===== src/rtl/gpio_irq_ctrl_pkg.sv =====
// Shared types and register map for the GPIO interrupt priority controller.
package gpio_irq_ctrl_pkg;

  typedef enum logic [1:0] {
    StIdle  = 2'd0,
    StReq   = 2'd1,
    StInsvc = 2'd2
  } state_e;

  localparam logic [1:0] ADDR_PENDING = 2'd0;
  localparam logic [1:0] ADDR_MASK    = 2'd1;
  localparam logic [1:0] ADDR_TRIG    = 2'd2;
  localparam logic [1:0] ADDR_STATUS  = 2'd3;

  localparam int unsigned EOI_BIT = 0;

endpackage


===== src/rtl/gpio_irq_priority_ctrl_if.sv =====
// Avalon-style configuration bus plus CPU interrupt handshake.
interface gpio_irq_priority_ctrl_if #(
  parameter int unsigned VEC_W = 5
);
  logic [1:0]       address;
  logic             chipselect;
  logic             write_n;
  logic [31:0]      writedata;
  logic [31:0]      readdata;
  logic             cpu_irq;
  logic [VEC_W-1:0] cpu_irq_vec;
  logic             cpu_irq_ack;

  modport slave (
    input  address, chipselect, write_n, writedata, cpu_irq_ack,
    output readdata, cpu_irq, cpu_irq_vec
  );

  modport master (
    output address, chipselect, write_n, writedata, cpu_irq_ack,
    input  readdata, cpu_irq, cpu_irq_vec
  );
endinterface


===== src/rtl/irq_prio_select.sv =====
// Combinational priority picker: first set request found searching upward from start, wrapping.
module irq_prio_select #(
  parameter int unsigned NUM_SRC = 8,
  parameter int unsigned VEC_W   = 5
) (
  input  logic [NUM_SRC-1:0] req,
  input  logic [VEC_W-1:0]   start,
  output logic [VEC_W-1:0]   winner,
  output logic               any
);

  always_comb begin
    int idx;
    logic [NUM_SRC-1:0] rot;
    idx    = 0;
    rot    = '0;
    winner = '0;
    any    = 1'b0;
    // Walk from the furthest offset down so the closest match to start is the last one kept.
    for (int i = int'(NUM_SRC) - 1; i >= 0; i--) begin
      idx = int'(start) + i;
      if (idx >= int'(NUM_SRC)) idx = idx - int'(NUM_SRC);
      rot = req >> idx;
      if (rot[0]) begin
        winner = VEC_W'(idx);
        any    = 1'b1;
      end
    end
  end

endmodule


===== src/rtl/gpio_irq_priority_ctrl.sv =====
// Masks, latches and arbitrates GPIO interrupt lines and holds the winner in service until EOI.
// Define IRQ_ROUND_ROBIN_EN for rotating priority; otherwise the lowest index always wins.
module gpio_irq_priority_ctrl
  import gpio_irq_ctrl_pkg::*;
#(
  parameter int unsigned NUM_SRC = 8,
  parameter int unsigned VEC_W   = 5
) (
  input  logic                     clk,
  input  logic                     reset,
  input  logic [NUM_SRC-1:0]       irq_src,
  gpio_irq_priority_ctrl_if.slave  bus
);

  logic [NUM_SRC-1:0] src_q, src_q2;
  logic [NUM_SRC-1:0] edge_pend_q, edge_pend_d;
  logic [NUM_SRC-1:0] mask_q, mask_d;
  logic [NUM_SRC-1:0] trig_q, trig_d;
  logic [NUM_SRC-1:0] pending, req, vec_onehot, w1c, ack_clr;
  state_e             state_q, state_d;
  logic [VEC_W-1:0]   vec_q, vec_d;
  logic [VEC_W-1:0]   start, winner;
  logic               any;
  logic               cpu_irq_q, cpu_irq_d;
  logic [31:0]        readdata_q, readdata_d;
  logic [4:0]         vec_field;
  logic               wr, eoi, ack_ok;
  logic               unused_wdata;

  assign unused_wdata = ^bus.writedata;

  assign wr         = bus.chipselect & ~bus.write_n;
  assign eoi        = wr && (bus.address == ADDR_STATUS) && bus.writedata[EOI_BIT];
  assign ack_ok     = (state_q == StReq) && bus.cpu_irq_ack;
  assign vec_onehot = NUM_SRC'(1'b1) << vec_q;
  assign w1c        = (wr && (bus.address == ADDR_PENDING)) ? bus.writedata[NUM_SRC-1:0] : '0;
  assign ack_clr    = ack_ok ? vec_onehot : '0;

  // Masking with trig_q keeps a freshly switched edge source starting from zero.
  assign edge_pend_d = trig_q & ((edge_pend_q & ~(w1c | ack_clr)) | (src_q & ~src_q2));
  assign pending     = (trig_q & edge_pend_q) | (~trig_q & src_q);
  assign req         = pending & mask_q;

  assign mask_d = (wr && (bus.address == ADDR_MASK)) ? bus.writedata[NUM_SRC-1:0] : mask_q;
  assign trig_d = (wr && (bus.address == ADDR_TRIG)) ? bus.writedata[NUM_SRC-1:0] : trig_q;

`ifdef IRQ_ROUND_ROBIN_EN
  logic [VEC_W-1:0] rr_ptr_q, rr_ptr_d;

  always_comb begin
    rr_ptr_d = rr_ptr_q;
    if (ack_ok) begin
      rr_ptr_d = (int'(vec_q) == int'(NUM_SRC) - 1) ? '0 : vec_q + 1'b1;
    end
  end

  always_ff @(posedge clk) begin
    if (reset) rr_ptr_q <= '0;
    else       rr_ptr_q <= rr_ptr_d;
  end

  assign start = rr_ptr_q;
`else
  assign start = '0;
`endif

  irq_prio_select #(
    .NUM_SRC (NUM_SRC),
    .VEC_W   (VEC_W)
  ) u_select (
    .req    (req),
    .start  (start),
    .winner (winner),
    .any    (any)
  );

  always_comb begin
    state_d   = state_q;
    vec_d     = vec_q;
    cpu_irq_d = cpu_irq_q;
    unique case (state_q)
      StIdle: begin
        if (any) begin
          state_d   = StReq;
          vec_d     = winner;
          cpu_irq_d = 1'b1;
        end
      end
      StReq: begin
        // Ack takes precedence over a request withdrawn in the same cycle.
        if (bus.cpu_irq_ack) begin
          state_d   = StInsvc;
          cpu_irq_d = 1'b0;
        end else if (~|(req & vec_onehot)) begin
          state_d   = StIdle;
          cpu_irq_d = 1'b0;
        end
      end
      StInsvc: begin
        if (eoi) state_d = StIdle;
      end
      default: begin
        state_d   = StIdle;
        cpu_irq_d = 1'b0;
      end
    endcase
  end

  assign vec_field = 5'(vec_q);

  always_comb begin
    readdata_d = '0;
    unique case (bus.address)
      ADDR_PENDING: readdata_d = 32'(pending);
      ADDR_MASK:    readdata_d = 32'(mask_q);
      ADDR_TRIG:    readdata_d = 32'(trig_q);
      ADDR_STATUS:  readdata_d = {23'b0, state_q, 2'b0, vec_field};
      default:      readdata_d = '0;
    endcase
  end

  always_ff @(posedge clk) begin
    if (reset) begin
      src_q       <= '0;
      src_q2      <= '0;
      edge_pend_q <= '0;
      mask_q      <= '0;
      trig_q      <= '0;
      state_q     <= StIdle;
      vec_q       <= '0;
      cpu_irq_q   <= 1'b0;
      readdata_q  <= '0;
    end else begin
      src_q       <= irq_src;
      src_q2      <= src_q;
      edge_pend_q <= edge_pend_d;
      mask_q      <= mask_d;
      trig_q      <= trig_d;
      state_q     <= state_d;
      vec_q       <= vec_d;
      cpu_irq_q   <= cpu_irq_d;
      readdata_q  <= readdata_d;
    end
  end

  assign bus.readdata    = readdata_q;
  assign bus.cpu_irq     = cpu_irq_q;
  assign bus.cpu_irq_vec = vec_q;

endmodule

===== src/flat_wrapper.sv =====
// flat-port wrapper written by rule: the top's interface ports become plain ports
module gpio_irq_priority_ctrl_flat import gpio_irq_ctrl_pkg::*;
#(
  parameter int unsigned NUM_SRC = 8,
  parameter int unsigned VEC_W   = 5
)
  (clk, reset, irq_src, bus_address, bus_chipselect, bus_write_n, bus_writedata, bus_cpu_irq_ack, bus_readdata, bus_cpu_irq, bus_cpu_irq_vec);
  gpio_irq_priority_ctrl_if #(.VEC_W(VEC_W)) bus_i ();
  input  logic clk;
  input  logic reset;
  input  logic [NUM_SRC-1:0] irq_src;
  input wire logic [$bits(bus_i.address)-1:0] bus_address;
  input wire logic [$bits(bus_i.chipselect)-1:0] bus_chipselect;
  input wire logic [$bits(bus_i.write_n)-1:0] bus_write_n;
  input wire logic [$bits(bus_i.writedata)-1:0] bus_writedata;
  input wire logic [$bits(bus_i.cpu_irq_ack)-1:0] bus_cpu_irq_ack;
  output wire logic [$bits(bus_i.readdata)-1:0] bus_readdata;
  output wire logic [$bits(bus_i.cpu_irq)-1:0] bus_cpu_irq;
  output wire logic [$bits(bus_i.cpu_irq_vec)-1:0] bus_cpu_irq_vec;
  assign bus_i.address = bus_address;
  assign bus_i.chipselect = bus_chipselect;
  assign bus_i.write_n = bus_write_n;
  assign bus_i.writedata = bus_writedata;
  assign bus_i.cpu_irq_ack = bus_cpu_irq_ack;
  assign bus_readdata = bus_i.readdata;
  assign bus_cpu_irq = bus_i.cpu_irq;
  assign bus_cpu_irq_vec = bus_i.cpu_irq_vec;
  gpio_irq_priority_ctrl #(.NUM_SRC(NUM_SRC), .VEC_W(VEC_W)) u_core (.clk(clk), .reset(reset), .irq_src(irq_src), .bus(bus_i));
endmodule

===== config.mk =====
export PLATFORM = sky130hd
export DESIGN_NAME = gpio_irq_priority_ctrl_flat
export DESIGN_NICKNAME = d
export VERILOG_FILES = /design/src/rtl/gpio_irq_ctrl_pkg.sv /design/src/rtl/gpio_irq_priority_ctrl_if.sv /design/src/rtl/irq_prio_select.sv /design/src/rtl/gpio_irq_priority_ctrl.sv /design/src/flat_wrapper.sv
export SDC_FILE = /design/constraint.sdc
export NUM_CORES = 1
export LEC_CHECK = 0
export CORE_MARGIN = 5
export CORE_UTILIZATION = 42
export DETAILED_ROUTE_END_ITERATION = 12
export PLACE_DENSITY_LB_ADDON = 0.15
export SETUP_SLACK_MARGIN = 0.5
export SKIP_CTS_REPAIR_TIMING = 1
export SYNTH_ARGS = -nofsm -noshare
export SYNTH_HDL_FRONTEND = slang
export SYNTH_SLANG_ARGS = --single-unit

===== constraint.sdc =====
create_clock -name clk -period 1.43 [get_ports clk]
set_input_delay 0.2145 -clock clk [delete_from_list [all_inputs] [get_ports clk]]
set_output_delay 0.2145 -clock clk [all_outputs]
set_load 0.01 [all_outputs]

* Word-level counts from Yosys, hierarchy flattened
Cells that the tools add are included.
** Word-level totals
- Register bits :: 80
- Bits of input ports :: 47
- Output and inout bits :: 38
- Logic and storage cells :: 74
** Cells by class
- Equality and inequality tests :: 8
- Shift-type cells :: 1
- Muxes and demuxes :: 28
- Bitwise logic cells :: 16
- Reductions and logical operators :: 12
** Operator list (number)
- one-hot mux 32 bit (4 select lines) :: 1
- bitwise AND 8 bit :: 7
- 2-to-1 mux 5 bit :: 7
- inverter 8 bit :: 3
- OR 8 bit :: 3
- 2-to-1 mux 8 bit :: 2
- 2-to-1 mux 1 bit :: 11
- 2-to-1 mux 2 bit :: 4
- OR reduction 8 bit :: 1
- << shifter 1 x 5 -> 8 bit, first input constant :: 1
- equality test 2 bit, second input constant :: 3
- logical AND 1 bit :: 6
- one-hot mux 2 bit (3 select lines) :: 1
- AND reduction 3 bit :: 2
- equality test 2 x 1 -> 1 bit, second input constant :: 2
- zero test 2 bit :: 2
- inequality test 2 x 1 -> 1 bit, second input constant :: 2
- 2-to-1 mux 3 bit :: 1
- inequality test 3 bit, second input constant :: 1
- one-hot mux 1 bit (3 select lines) :: 1
- inverter 1 bit :: 2
- AND reduction 2 bit :: 1
- bitwise AND 1 bit :: 1

* Longest topological paths before layout
- Depth in word-level cells :: 14
- Gate-level depth with buffers :: 7
- Depth with buffers taken out :: 5

* Modules after synthesis
From an unflattened synthesis, not the netlist that was laid out.
** Second synthesis, totals
- Cells, all modules :: 539
- Area, all modules :: 4624.4 µm²
** By module, submodules not included
- gpio_irq_priority_ctrl :: instances 1, cells an instance 294, area an instance 2653.8 µm², sequential area each 1141.1 µm²
- irq_prio_select :: instances 1, cells an instance 245, area an instance 1970.6 µm², sequential area each 0.0 µm²

* Least setup slack after synthesis
No wires, ideal clock.
- Path type :: register to register
- From :: register u_core.vec_q[1] (netlist: u_core.bus.cpu_irq_vec[1])
- To :: register u_core.edge_pend_q[2]
- Library setup time :: 133 ps
- Arrival time :: 1348 ps
- Required time :: 1297 ps
- Slack :: -51 ps
- Stages on the path, launching flop included :: 6
- Buffers on the path :: 1
- Period minus slack after synthesis :: 1481 ps
- Cell sequence :: dfxtp_1 buf_2 inv_1 or4_1 a32oi_1 nor3b_1
** On the way
- Longest elaborated chain between the ends :: 7
** Ends and longest elaborated chain
- start, declared :: RTL line gpio_irq_priority_ctrl.sv:21 : logic [VEC_W-1:0] vec_q, vec_d;
- start signal, assigned :: RTL line gpio_irq_priority_ctrl.sv:140 : vec_q <= vec_d;
- << shifter 1 x 5 -> 8 bit :: RTL line gpio_irq_priority_ctrl.sv:35 : assign vec_onehot = NUM_SRC'(1'b1) << vec_q;
- 2-to-1 mux 8 bit :: RTL line gpio_irq_priority_ctrl.sv:37 : assign ack_clr = ack_ok ? vec_onehot : '0;
- OR 8 bit :: RTL line gpio_irq_priority_ctrl.sv:40 : assign edge_pend_d = trig_q & ((edge_pend_q & ~(w1c | ack_clr)) | (src_q & ~src_q2));
- inverter 8 bit :: RTL line gpio_irq_priority_ctrl.sv:40
- bitwise AND 8 bit :: RTL line gpio_irq_priority_ctrl.sv:40
- OR 8 bit :: RTL line gpio_irq_priority_ctrl.sv:40
- bitwise AND 8 bit :: RTL line gpio_irq_priority_ctrl.sv:40
- end signal, assigned :: RTL line gpio_irq_priority_ctrl.sv:136 : edge_pend_q <= edge_pend_d;
- end, declared :: RTL line gpio_irq_priority_ctrl.sv:16 : logic [NUM_SRC-1:0] edge_pend_q, edge_pend_d;
Every way passes these cells.
A chain may end at the register's enable or synchronous reset.

* Worst setup path after layout
- From :: register u_core.trig_q[0]
- To :: register u_core.vec_q[1] (netlist: u_core.bus.cpu_irq_vec[1])
** On the way
- Longest elaborated chain between the ends :: 6
- Elaborated cells on any way between the ends :: 8
- Classes of those cells :: mux: 2; bitwise: 5; reduce/logical: 1
** Ends and longest elaborated chain
- start, declared :: RTL line gpio_irq_priority_ctrl.sv:18 : logic [NUM_SRC-1:0] trig_q, trig_d;
- start signal, assigned :: RTL line gpio_irq_priority_ctrl.sv:138 : trig_q <= trig_d;
- inverter 8 bit :: RTL line gpio_irq_priority_ctrl.sv:41 : assign pending = (trig_q & edge_pend_q) | (~trig_q & src_q);
- bitwise AND 8 bit :: RTL line gpio_irq_priority_ctrl.sv:41
- OR 8 bit (*) :: RTL line gpio_irq_priority_ctrl.sv:41
- bitwise AND 8 bit (*) :: RTL line gpio_irq_priority_ctrl.sv:42 : assign req = pending & mask_q;
- 2-to-1 mux 1 bit :: RTL line irq_prio_select.sv:24 : if (rot[0]) begin
- AND reduction 2 bit (no source line)
Mark *: on every way between the ends. The rest lies on a longest branch, timed or not.

==> out/results.txt <==
Worst Setup End Kind: flop
Relative max-transition margin: 66.43%
Count of flip-flops with a built-in enable after synthesis: 0
Diodes inserted: 0
CTS Sinks: 55
Initial core utilization: 42.58%
Io pins: 85
Power Internal: 0.002459 W
Setup crit end: u_core.bus.cpu_irq_vec[1]
Fillcell total: 545
Final setup fails: 5
Status: finished, violations left
Worst EP required: 1.68 ns
Flop pwr share: 49.6%
# Max-Cap Violations: 0
PD cells: 818.3 nW/um^2
Final GP Congestion: 0.8721
Peak supply drop: 426.2 uV
Worst R2R Path Depth: 5
Die W: 89.77 um
Failing checks: negative setup slack
Async SR Flop Fraction: 0%
Crit path launch: u_core.trig_q[0]
Critical Path AT: 1.74 ns
Share of cells above drive strength 1: 44.96%
Final wirelength: 7410 um
Period utilisation layout: 104.6%
Core Region: 6277 um^2
Lkg Pwr: 1.629 nW
Reg clk slew, reported paths: 0.10 ns
FMAX: 0.6685 GHz
Ys flop type: dfxtp_1
Crit-path max FO: 4
Post-synthesis cell area: 2673 um^2
H-tree lvl count: 2
Sw Share: 24.07%
Net Sw Power: 0.0007796 W
Reg2reg end: u_core.bus.cpu_irq_vec[1]
Multi-input gate area: 1653 um^2
Gr usage total: 16.73%
Comb pwr share: 15.5%
Sum Neg Setup Slack: -0.2415 ns
Max Slew Vio Count: 0
CP startpoint kind: flop
Deepest clock path buffer count: 2
First-pass GRT wire length: 11070 um
Yosys Warn Count: 0
Register area: 1139 um^2
Root buffer selected by CTS: clkbuf_8
Clock period minus worst slack: 1.496 ns
Post-synthesis cell count: 299
Clk network pwr share: 34.9%
Number of global-route vias before repair: 2177
Hold Crit Depth: 3
Layout area overhead: 48.08%
Congestion Overflow GR: 0
Clock buffer count from CTS: 5
Site row count: 29
Initial antenna violation count: 0
Clock Skew: 0.006595 ns
Pin count of the biggest net entering global routing: 41
Die area: 8059 um^2
Post-DRT Antenna Nets: 0
Crit path kind: reg2reg
Distinct cells, synth: 43
Placed Area: 3403 um^2
Vias per cell: 5.185
IO Port Bufs: 35
Worst Tran Pin Value: 0.4908 ns
DR WL/cell: 15.97 um
Die height: 89.77 um
Tightest Hold Check Type: in2reg
Hpwl dp: 5035 um
Seq/Total Area, Yosys: 41.20%
Worst reg-to-reg setup slack: -0.07 ns
Total Nets Final: 433
1st-pass router iterations: 4
CTS tree: built
DR iter-0 viols: 133
Skew-Pair Late Insertion Delay: 0.31 ns
Design area: 3958 um^2
Vias: 2406
Final Hold Fails: 0
FF-to-FF Start: u_core.trig_q[0]
Yosys reg bits: 55
RSZ-0062 raised after global routing: yes
Avg Synthesized Cell Area: 8.938 um^2
Residual DRC: 0
PnR worst setup slack: -0.06584 ns
==> cells in the mapped netlist (2+ instances only) <==
library cell	number	area [um^2]
a21oi_1	21	105.1
clkbuf_1	9	33.78
nand4_1	4	25.02
inv_1	11	41.29
nand3_1	4	20.02
nor2_1	23	86.33
a2111oi_0	5	43.79
a22oi_4	3	63.81
nand2_1	33	123.9
nor2b_1	20	125.1
nor3b_1	7	52.55
mux2i_1	12	120.1
a32oi_1	12	105.1
o21ai_0	6	30.03
mux2_2	4	45.04
nand4b_1	2	17.52
buf_2	3	15.01
or3b_2	4	35.03
a211oi_1	2	15.01
nor3_1	6	30.03
nand3b_1	2	15.01
buf_4	26	195.2
nand2b_1	3	18.77
mux2_4	4	60.06
dfxtp_1	55	1101
==> stage by stage <==
stage / worst slack, ns / std cells / hold WS, ns / util (%) / total power, W
finish: -0.06584 / 464 / 0.3270 / 63.05 / 0.003239
global route: -0.1298 / 464 / 0.3413 / 63.05 / 0.003364
CTS: -0.2617 / 448 / 0.3340 / 56.25 / 0.003185
detailed placement: -0.3844 / 440 / 0.4787 / 54.22 / 0.002055
global placement: -0.4002 / 440 / 0.4728 / 54.22 / 0.002050
floorplan: 0.03881 / 323 / 0.3427 / - / 0.001915
==> power groups by stage <==
stage,Clock (W),Combinational [W],Sequential [W]
6_report,0.00113,0.000502,0.00161
4_1_cts,0.00116,0.000412,0.00161
3_5_place_dp,0,0.000411,0.00164
5_1_grt,0.00121,0.000536,0.00161
3_3_place_gp,0,0.000408,0.00164
2_1_floorplan,0,0.000272,0.00164
==> kinds of logic after synthesis <==
logic type,share of synthesized area [%]
flops,41.20
simple gates,22.89
compound gates,16.53
buf+inv,10.81
mux,8.427
other cells,0.1403
==> final cells by class <==
class,count,area share (%)
Clock buffer,7,2.466
Clock inverter,1,0.7588
Inverter,11,1.043
Multi-Input combinational cell,218,41.76
Sequential cell,55,28.77
Tap cell,77,2.434
Timing Repair Buffer,95,22.76
==> worst max-delay path, stage by stage (launching register included) <==
cell and delay, ns:
dfxtp_2 0.35, mux2_4 0.34, a22oi_4 0.21, nand4_2 0.18
a211o_1 0.31, o21ai_2 0.05
==> state kept, by name, indices dropped and copies added, names as in the netlist <==
register / cells
u_core.bus.readdata: 9
u_core.edge_pend_q: 8
u_core.mask_q: 8
u_core.src_q2: 8
u_core.src_q: 8
u_core.trig_q: 8
u_core.bus.cpu_irq_vec: 3
u_core.state_q: 2
u_core.bus.cpu_irq: 1
==> worst min-delay path by stage <==
stage / from / end / slack (ns)
2_1_floorplan: irq_src[0] / u_core.src_q[0] / 0.34
3_3_place_gp: u_core.src_q[2] / u_core.src_q2[2] / 0.47
3_5_place_dp: u_core.src_q[2] / u_core.src_q2[2] / 0.48
4_1_cts: reset / u_core.trig_q[4] / 0.33
5_1_grt: reset / u_core.trig_q[2] / 0.34
6_report: reset / u_core.trig_q[2] / 0.33
==> cell usage in the layout (no fill, tap or decap), types with 3 or more instances in the layout <==
cell / n
a2111oi_2: 3
buf_4: 43
dfxtp_1: 33
a21oi_2: 14
or3b_4: 4
nand4_1: 4
mux2_4: 8
nor2_1: 20
dfxtp_2: 18
a21oi_1: 5
nand3_1: 3
o21ai_0: 4
nand2_2: 9
dlymetal6s2s_1: 3
buf_6: 20
clkbuf_8: 5
dfxtp_4: 4
a22oi_4: 3
a32oi_1: 10
clkdlybuf4s50_1: 16
nor3_2: 3
conb_1: 25
nand2_1: 23
inv_1: 11
buf_2: 6
clkbuf_16: 3
nor2_4: 3
nor2b_1: 19
nor3b_1: 7
mux2i_1: 11
==> metal layers <==
metal | global-route usage [%] | vias to the layer above | wire length (um)
li1 | - | 1175 | -
met1 | 22.58 | 1134 | 3324
met2 | 27.20 | 87 | 3508
met3 | 3.589 | 10 | 485
met4 | 4.030 | 0 | 91
met5 | 0 | - | 0
(Power assumes the default switching activity.)
